File: src/rtl/rv32_pkg.sv
// Shared RV32 constants for the writeback stage: opcodes, writeback-select codes,
// load funct3 codes and the writeback FSM state type.
package rv32_pkg;

  localparam logic [6:0] OPC_LUI    = 7'b0110111;
  localparam logic [6:0] OPC_AUIPC  = 7'b0010111;
  localparam logic [6:0] OPC_JAL    = 7'b1101111;
  localparam logic [6:0] OPC_JALR   = 7'b1100111;
  localparam logic [6:0] OPC_BRANCH = 7'b1100011;
  localparam logic [6:0] OPC_LOAD   = 7'b0000011;
  localparam logic [6:0] OPC_STORE  = 7'b0100011;
  localparam logic [6:0] OPC_OP_IMM = 7'b0010011;
  localparam logic [6:0] OPC_OP     = 7'b0110011;
  localparam logic [6:0] OPC_FENCE  = 7'b0001111;
  localparam logic [6:0] OPC_SYSTEM = 7'b1110011;

  typedef enum logic [1:0] {
    WB_MEM  = 2'b00,
    WB_ALU  = 2'b01,
    WB_PC4  = 2'b10,
    WB_NONE = 2'b11
  } wb_sel_e;

  localparam logic [2:0] F3_LB  = 3'b000;
  localparam logic [2:0] F3_LH  = 3'b001;
  localparam logic [2:0] F3_LW  = 3'b010;
  localparam logic [2:0] F3_LBU = 3'b100;
  localparam logic [2:0] F3_LHU = 3'b101;

  typedef enum logic {
    ST_IDLE      = 1'b0,
    ST_WAIT_LOAD = 1'b1
  } wb_state_e;

  function automatic logic writes_rd(input logic [6:0] opcode);
    return opcode inside {OPC_LUI, OPC_AUIPC, OPC_JAL, OPC_JALR,
                          OPC_LOAD, OPC_OP_IMM, OPC_OP};
  endfunction

endpackage

File: src/rtl/wb_unit_if.sv
// MEM/WB boundary bundle: incoming instruction, data-memory response and the
// register-file write port. master = upstream/memory side, slave = writeback unit.
interface wb_unit_if;
  logic        flush;
  logic        mem_valid;
  logic [31:0] mem_instr;
  logic [31:0] mem_alu_result;
  logic [31:0] mem_pc_plus4;
  logic [1:0]  wb_sel;
  logic        dmem_rvalid;
  logic [31:0] dmem_rdata;
  logic        rf_we;
  logic [4:0]  rf_waddr;
  logic [31:0] rf_wdata;
  logic        wb_stall;
  logic        load_err;

  modport master (
    output flush, mem_valid, mem_instr, mem_alu_result, mem_pc_plus4, wb_sel,
           dmem_rvalid, dmem_rdata,
    input  rf_we, rf_waddr, rf_wdata, wb_stall, load_err
  );

  modport slave (
    input  flush, mem_valid, mem_instr, mem_alu_result, mem_pc_plus4, wb_sel,
           dmem_rvalid, dmem_rdata,
    output rf_we, rf_waddr, rf_wdata, wb_stall, load_err
  );
endinterface

File: src/rtl/wb_unit_load_align.sv
// Load data alignment: picks the byte/half lane from the raw memory word,
// sign- or zero-extends it, and flags misaligned or illegal load widths.
module load_align
  import rv32_pkg::*;
(
  input  logic [2:0]  funct3,
  input  logic [1:0]  addr,
  input  logic [31:0] rdata,
  output logic [31:0] data,
  output logic        misaligned
);

  logic [7:0]  byte_lane;
  logic [15:0] half_lane;

  always_comb begin
    byte_lane  = rdata[{addr, 3'b000} +: 8];
    half_lane  = addr[1] ? rdata[31:16] : rdata[15:0];
    data       = '0;
    misaligned = 1'b0;
    case (funct3)
      F3_LB:  data = {{24{byte_lane[7]}}, byte_lane};
      F3_LBU: data = {24'b0, byte_lane};
      F3_LH: begin
        data       = {{16{half_lane[15]}}, half_lane};
        misaligned = addr[0];
      end
      F3_LHU: begin
        data       = {16'b0, half_lane};
        misaligned = addr[0];
      end
      F3_LW: begin
        data       = rdata;
        misaligned = (addr != 2'b00);
      end
      default: misaligned = 1'b1;
    endcase
  end

endmodule

File: src/rtl/wb_unit.sv
// RV32 writeback stage: MEM/WB register and sole register-file write port.
// Selects load/ALU/PC+4 results and holds the pipeline while a load response is late.
module wb_unit
  import rv32_pkg::*;
#(
  parameter int LOAD_TIMEOUT = 64,
  parameter int XLEN         = 32
) (
  input logic      clk,
  input logic      rst,
  wb_unit_if.slave bus
);

  localparam int            CW       = (LOAD_TIMEOUT > 1) ? $clog2(LOAD_TIMEOUT) : 1;
  localparam logic [CW-1:0] CNT_LAST = CW'(LOAD_TIMEOUT - 1);

  wb_state_e       state_q, state_d;
  logic [CW-1:0]   cnt_q, cnt_d;
  logic            discard_q, discard_d;
  logic            rf_we_q, rf_we_d;
  logic [4:0]      rf_waddr_q, rf_waddr_d;
  logic [XLEN-1:0] rf_wdata_q, rf_wdata_d;
  logic            load_err_q, load_err_d;
  logic            wb_stall;
  logic            commit;

  logic [6:0]      opcode;
  logic [4:0]      rd;
  logic [2:0]      funct3;
  logic            is_load, wr_ok, rvalid_eff, misaligned;
  logic [XLEN-1:0] load_data, result;
  logic            unused_instr_bits;

  assign opcode            = bus.mem_instr[6:0];
  assign rd                = bus.mem_instr[11:7];
  assign funct3            = bus.mem_instr[14:12];
  assign unused_instr_bits = ^bus.mem_instr[31:15];
  assign is_load           = (opcode == OPC_LOAD);
  assign wr_ok             = writes_rd(opcode) && (bus.wb_sel != WB_NONE) && (rd != 5'd0);
  // A response seen while discard is set belongs to an abandoned load.
  assign rvalid_eff        = bus.dmem_rvalid && !discard_q;

  load_align u_load_align (
    .funct3    (funct3),
    .addr      (bus.mem_alu_result[1:0]),
    .rdata     (bus.dmem_rdata),
    .data      (load_data),
    .misaligned(misaligned)
  );

  always_comb begin
    case (bus.wb_sel)
      WB_MEM:  result = load_data;
      WB_PC4:  result = bus.mem_pc_plus4;
      default: result = bus.mem_alu_result;
    endcase
  end

  always_comb begin
    // NOTE: every signal gets a default before the case so no latch is inferred.
    state_d    = state_q;
    cnt_d      = cnt_q;
    discard_d  = discard_q;
    rf_we_d    = 1'b0;
    rf_waddr_d = rf_waddr_q;
    rf_wdata_d = rf_wdata_q;
    load_err_d = 1'b0;
    wb_stall   = 1'b0;
    commit     = 1'b0;

    if (bus.dmem_rvalid && discard_q) discard_d = 1'b0;

    case (state_q)
      ST_IDLE: begin
        if (bus.mem_valid && !bus.flush) begin
          if (is_load && misaligned) begin
            load_err_d = 1'b1;
          end else if (is_load && !rvalid_eff) begin
            state_d  = ST_WAIT_LOAD;
            cnt_d    = '0;
            wb_stall = 1'b1;
          end else begin
            commit = 1'b1;
          end
        end
      end
      ST_WAIT_LOAD: begin
        if (bus.flush) begin
          state_d   = ST_IDLE;
          // A response arriving in the flush cycle is the killed load's own.
          discard_d = !rvalid_eff;
        end else if (rvalid_eff) begin
          state_d = ST_IDLE;
          commit  = 1'b1;
        end else if (cnt_q == CNT_LAST) begin
          state_d    = ST_IDLE;
          load_err_d = 1'b1;
          discard_d  = 1'b1;
        end else begin
          wb_stall = 1'b1;
          cnt_d    = (cnt_q == CNT_LAST) ? cnt_q : cnt_q + 1'b1;
        end
      end
      default: state_d = ST_IDLE;
    endcase

    if (commit && wr_ok) begin
      rf_we_d    = 1'b1;
      rf_waddr_d = rd;
      rf_wdata_d = result;
    end
  end

  // NOTE: sequential state is updated with non-blocking assignments only.
  always_ff @(posedge clk or negedge rst) begin
    if (!rst) begin
      state_q    <= ST_IDLE;
      cnt_q      <= '0;
      discard_q  <= 1'b0;
      rf_we_q    <= 1'b0;
      rf_waddr_q <= '0;
      rf_wdata_q <= '0;
      load_err_q <= 1'b0;
    end else begin
      state_q    <= state_d;
      cnt_q      <= cnt_d;
      discard_q  <= discard_d;
      rf_we_q    <= rf_we_d;
      rf_waddr_q <= rf_waddr_d;
      rf_wdata_q <= rf_wdata_d;
      load_err_q <= load_err_d;
    end
  end

  assign bus.rf_we    = rf_we_q;
  assign bus.rf_waddr = rf_waddr_q;
  assign bus.rf_wdata = rf_wdata_q;
  assign bus.wb_stall = wb_stall;
  assign bus.load_err = load_err_q;

endmodule

File: src/flat_wrapper.sv
// flat-port wrapper written by rule: the top's interface ports become plain ports
module wb_unit_flat import rv32_pkg::*;
#(
  parameter int LOAD_TIMEOUT = 64,
  parameter int XLEN         = 32
)
  (clk, rst, bus_flush, bus_mem_valid, bus_mem_instr, bus_mem_alu_result, bus_mem_pc_plus4, bus_wb_sel, bus_dmem_rvalid, bus_dmem_rdata, bus_rf_we, bus_rf_waddr, bus_rf_wdata, bus_wb_stall, bus_load_err);
  wb_unit_if bus_i ();
  input logic clk;
  input logic rst;
  input wire logic [$bits(bus_i.flush)-1:0] bus_flush;
  input wire logic [$bits(bus_i.mem_valid)-1:0] bus_mem_valid;
  input wire logic [$bits(bus_i.mem_instr)-1:0] bus_mem_instr;
  input wire logic [$bits(bus_i.mem_alu_result)-1:0] bus_mem_alu_result;
  input wire logic [$bits(bus_i.mem_pc_plus4)-1:0] bus_mem_pc_plus4;
  input wire logic [$bits(bus_i.wb_sel)-1:0] bus_wb_sel;
  input wire logic [$bits(bus_i.dmem_rvalid)-1:0] bus_dmem_rvalid;
  input wire logic [$bits(bus_i.dmem_rdata)-1:0] bus_dmem_rdata;
  output wire logic [$bits(bus_i.rf_we)-1:0] bus_rf_we;
  output wire logic [$bits(bus_i.rf_waddr)-1:0] bus_rf_waddr;
  output wire logic [$bits(bus_i.rf_wdata)-1:0] bus_rf_wdata;
  output wire logic [$bits(bus_i.wb_stall)-1:0] bus_wb_stall;
  output wire logic [$bits(bus_i.load_err)-1:0] bus_load_err;
  assign bus_i.flush = bus_flush;
  assign bus_i.mem_valid = bus_mem_valid;
  assign bus_i.mem_instr = bus_mem_instr;
  assign bus_i.mem_alu_result = bus_mem_alu_result;
  assign bus_i.mem_pc_plus4 = bus_mem_pc_plus4;
  assign bus_i.wb_sel = bus_wb_sel;
  assign bus_i.dmem_rvalid = bus_dmem_rvalid;
  assign bus_i.dmem_rdata = bus_dmem_rdata;
  assign bus_rf_we = bus_i.rf_we;
  assign bus_rf_waddr = bus_i.rf_waddr;
  assign bus_rf_wdata = bus_i.rf_wdata;
  assign bus_wb_stall = bus_i.wb_stall;
  assign bus_load_err = bus_i.load_err;
  wb_unit #(.LOAD_TIMEOUT(LOAD_TIMEOUT), .XLEN(XLEN)) u_core (.clk(clk), .rst(rst), .bus(bus_i));
endmodule
File: config.mk
export PLATFORM = sky130hd
export DESIGN_NAME = wb_unit_flat
export DESIGN_NICKNAME = d
export VERILOG_FILES = /design/src/rtl/rv32_pkg.sv /design/src/rtl/wb_unit_if.sv /design/src/rtl/wb_unit_load_align.sv /design/src/rtl/wb_unit.sv /design/src/flat_wrapper.sv
export SDC_FILE = /design/constraint.sdc
export NUM_CORES = 1
export LEC_CHECK = 0
export CORE_MARGIN = 2
export CORE_UTILIZATION = 39
export CTS_CLUSTER_SIZE = 24
export DETAILED_ROUTE_END_ITERATION = 8
export PLACE_DENSITY = 0.92
export SYNTH_ARGS = -nofsm -noshare
export SYNTH_HDL_FRONTEND = slang
export SYNTH_SLANG_ARGS = --single-unit
File: constraint.sdc
create_clock -name clk -period 3.7 [get_ports clk]
set_input_delay 0.925 -clock clk [delete_from_list [all_inputs] [get_ports clk]]
set_output_delay 0.925 -clock clk [all_outputs]
set_load 0.1 [all_outputs]
==> results.txt <==
Netlist cell types: 53
Num CTS Buffers: 5
Cells after Synth: 306
initial drt markers: 188
Die Ht: 93.52 um
Worst Reg-to-Reg Cells: 6
Setup violations, final: 0
Period Utilization, post-route: 0.9903
critical path endpoint category: primary output
Port Buffers: 157
CP startpoint kind: input pin
CP Data Required Time: 2.77 ns
Area Growth Syn to Fin: 59.05%
Final HPWL DP: 8415 um
sequential element share of the synthesized area: 0.3763
Cell Area, Placed: 4866 um^2
H-tree depth: 2
Vias: 3282
global-route wire length before repair: 16900 um
# nets final: 606
Clock transition at path regs: 0.08 ns
Congestion Overflow GR: 0
clock latency on the worst-skew pair: 0.30 ns
share of layout cells above drive strength 1: 0.1809
Syn Area/Cell: 10.21 um^2
max-slew violation count: 0
Yosys top cell by area: dfrtp_1
ys async rst share: 1.000
clock sink total: 47
vias in the first global route: 3362
initial antenna violation count: 0
total track usage: 0.2496
status: finished clean
PwrDens: 407.5 nW/um^2
Crit path max-delay family: simple AND/OR/NAND/NOR gates
final design instance area without fill: 4971 um^2
Main synth FF type: dfrtp_1
Ports: 175
synthesis-stage register bit count: 47
Worst path max stage delay: 0.51 ns
GRT busiest layer: met2
kind of critical path: in2out
Setup TNS Final: 0 ns
FF-to-FF End: u_core.bus.rf_wdata[5]
Least-Margin Pin Slew: 1.256 ns
clk_skew: 0.007843 ns
maximum capacitance violations: 0
drt wl/cell: 19.06 um
Die Area: 8746 um^2
Post-synth EDFFs: 0
DR DRC count: 0
Lkg Pwr: 2.083 nW
cell with the most instances after synthesis: dfrtp_1
RSZ-0062 raised after global routing: no
met2 Use GR: 0.4257
Worst Path Arrival: 2.74 ns
hold crit path type: reg2reg
Final min period: 3.664 ns
Rel. slew slack: 0.1589
clock root cell: clkbuf_8
CTS tree: built
syn nets: 442
critical path's slowest cell: or4_4
met1 GRT Util: 0.3119
first-pass iteration count of the detailed router: 5
Starting Density: 0.4045
yosys warns: 0
fill count: 613
leading cell types by count after synthesis: 47 x dfrtp_1, 32 x nand2_1, 28 x a21oi_1, 27 x mux2_2, 23 x a221o_1
WP buf/inv: 2
WHS Endpoint: u_core.bus.rf_wdata[7]
Die W: 93.52 um
min-delay src: u_core.bus.rf_wdata[7]
worst vdd ir: 0.0002358 V
area share of the largest cell type after synthesis: 0.3763
M3 GR Usage: 0.04915
# rows: 32
Antenna Nets Post-Route: 0
Fmax achieved: 0.2729 GHz
Core Region: 7727 um^2
Reg2Reg Launch Point: u_core.state_q
worst hold path depth: 1
Synth Cell Area: 3125 um^2
flop2flop setup slack: 1.66 ns
vias per std cell: 5.738
CTS Buffer Depth: 2
Synth area leaders: dfrtp_1 38%, mux2_2 9.7%, a221o_1 7.4%
total routed wirelength: 10910 um
Post-CTS Hold Buffers: 0
critical path peak fanout: 2
ANT cells: 0
RePlAce Congestion: 0.9201
crit path cell chain: clkdlybuf4s50_1, or3b_4, or4_4, nor3_4, or2_4, buf_12
final hold violation count: 0
largest net degree at the start of global routing: 48
==> repair_timing <==
| item | in CTS | in global routing |
|---|---|---|
| endpoints found under the hold margin | 0 | 0 |
| resized for setup | 10 | 0 |
| pin swaps | 4 | 1 |
| buffers inserted | 2 | 0 |
| setup endpoints to repair | 1 | 1 |
==> worst reg2reg max path, stage by stage (launching register included) <==
cell       delay, ns
dfrtp_1         0.43
nor3b_1         0.34
nand2_1         0.08
o221ai_1        0.29
o2111ai_4       0.18
buf_4           0.25
mux2_1          0.35
==> cell type report <==
| cell class | count | area, um^2 | area share |
|---|---|---|---|
| inverter | 5 | 18.77 | 0.003775 |
| clock inverter | 2 | 13.76 | 0.002769 |
| multi-input combinational | 232 | 1823 | 0.3667 |
| clock buffer | 5 | 68.82 | 0.01384 |
| timing repair buffer | 179 | 1743 | 0.3506 |
| tap | 102 | 127.6 | 0.02567 |
| sequential | 47 | 1176 | 0.2366 |
==> metrics by stage <==
stage               hold WS (ns)  std cells  total power [mW]  worst slack, ns  utilization
floorplan                 0.4982        306             1.365          0.09447            -
global placement          0.4763        563             1.710          -0.1423       0.6297
detailed placement        0.4814        563             1.727          -0.2031       0.6297
CTS                       0.5084        572             2.038         0.005918       0.6433
global route              0.5193        572             2.111         0.003341       0.6433
finish                    0.5020        572             2.026          0.03591       0.6433
==> worst max path at each step <==
stage,end,slack [ns],from,depth (start not counted)
after CTS,bus_wb_stall,0.006,bus_flush,6
after global placement,bus_wb_stall,-0.14,bus_mem_instr[3],6
final,bus_wb_stall,0.04,bus_flush,6
after floorplan,bus_wb_stall,0.09,bus_mem_instr[3],4
after detailed placement,bus_wb_stall,-0.20,bus_mem_instr[2],6
after global routing,bus_wb_stall,0.003,bus_flush,6
==> power breakdown <==
group          internal, mW  switching [mW]  total (mW)
Combinational         0.352           0.739        1.09
Clock                 0.130           0.178       0.308
Sequential            0.587          0.0396       0.627
==> cells in the final DEF (no fill, tap or decap), types with 3 or more instances in the layout <==
master / n
a21o_1: 3
a21oi_1: 28
a221o_1: 23
a221oi_1: 4
a22oi_1: 12
a31oi_1: 7
buf_4: 24
clkbuf_8: 5
clkdlybuf4s50_1: 147
dfrtp_1: 47
dlygate4sd2_1: 3
inv_1: 5
mux2_1: 9
mux2_2: 27
mux2_4: 10
mux2i_1: 4
nand2_1: 32
nand3_1: 6
nor2_1: 8
nor2b_1: 3
nor3_1: 6
o21ai_0: 7
o22ai_1: 6
xor2_1: 4
==> state kept, by name, indices dropped and copies added (netlist names) <==
register / flops
u_core.bus.rf_wdata: 32
u_core.cnt_q: 6
u_core.bus.rf_waddr: 5
u_core.bus.load_err: 1
u_core.bus.rf_we: 1
u_core.discard_q: 1
u_core.state_q: 1
==> metal layers <==
| layer | up-vias | wire (um) |
|---|---|---|
| li1 | 1520 | - |
| met2 | 179 | 5284 |
| met1 | 1550 | 4350 |
| met3 | 33 | 863 |
| met4 | 0 | 407 |
| met5 | - | 0 |
==> cells by family after synthesis <==
group / share of synthesized area
AO/OA/AOI/OAI: 0.2390
XOR/XNOR: 0.01121
adder cells (fa/ha/maj): 0.004003
buffers and inverters: 0.04844
flip-flops: 0.3763
multiplexers: 0.1978
AND/OR/NAND/NOR: 0.1233
Note: power is estimated with default switching activity, not from simulation.
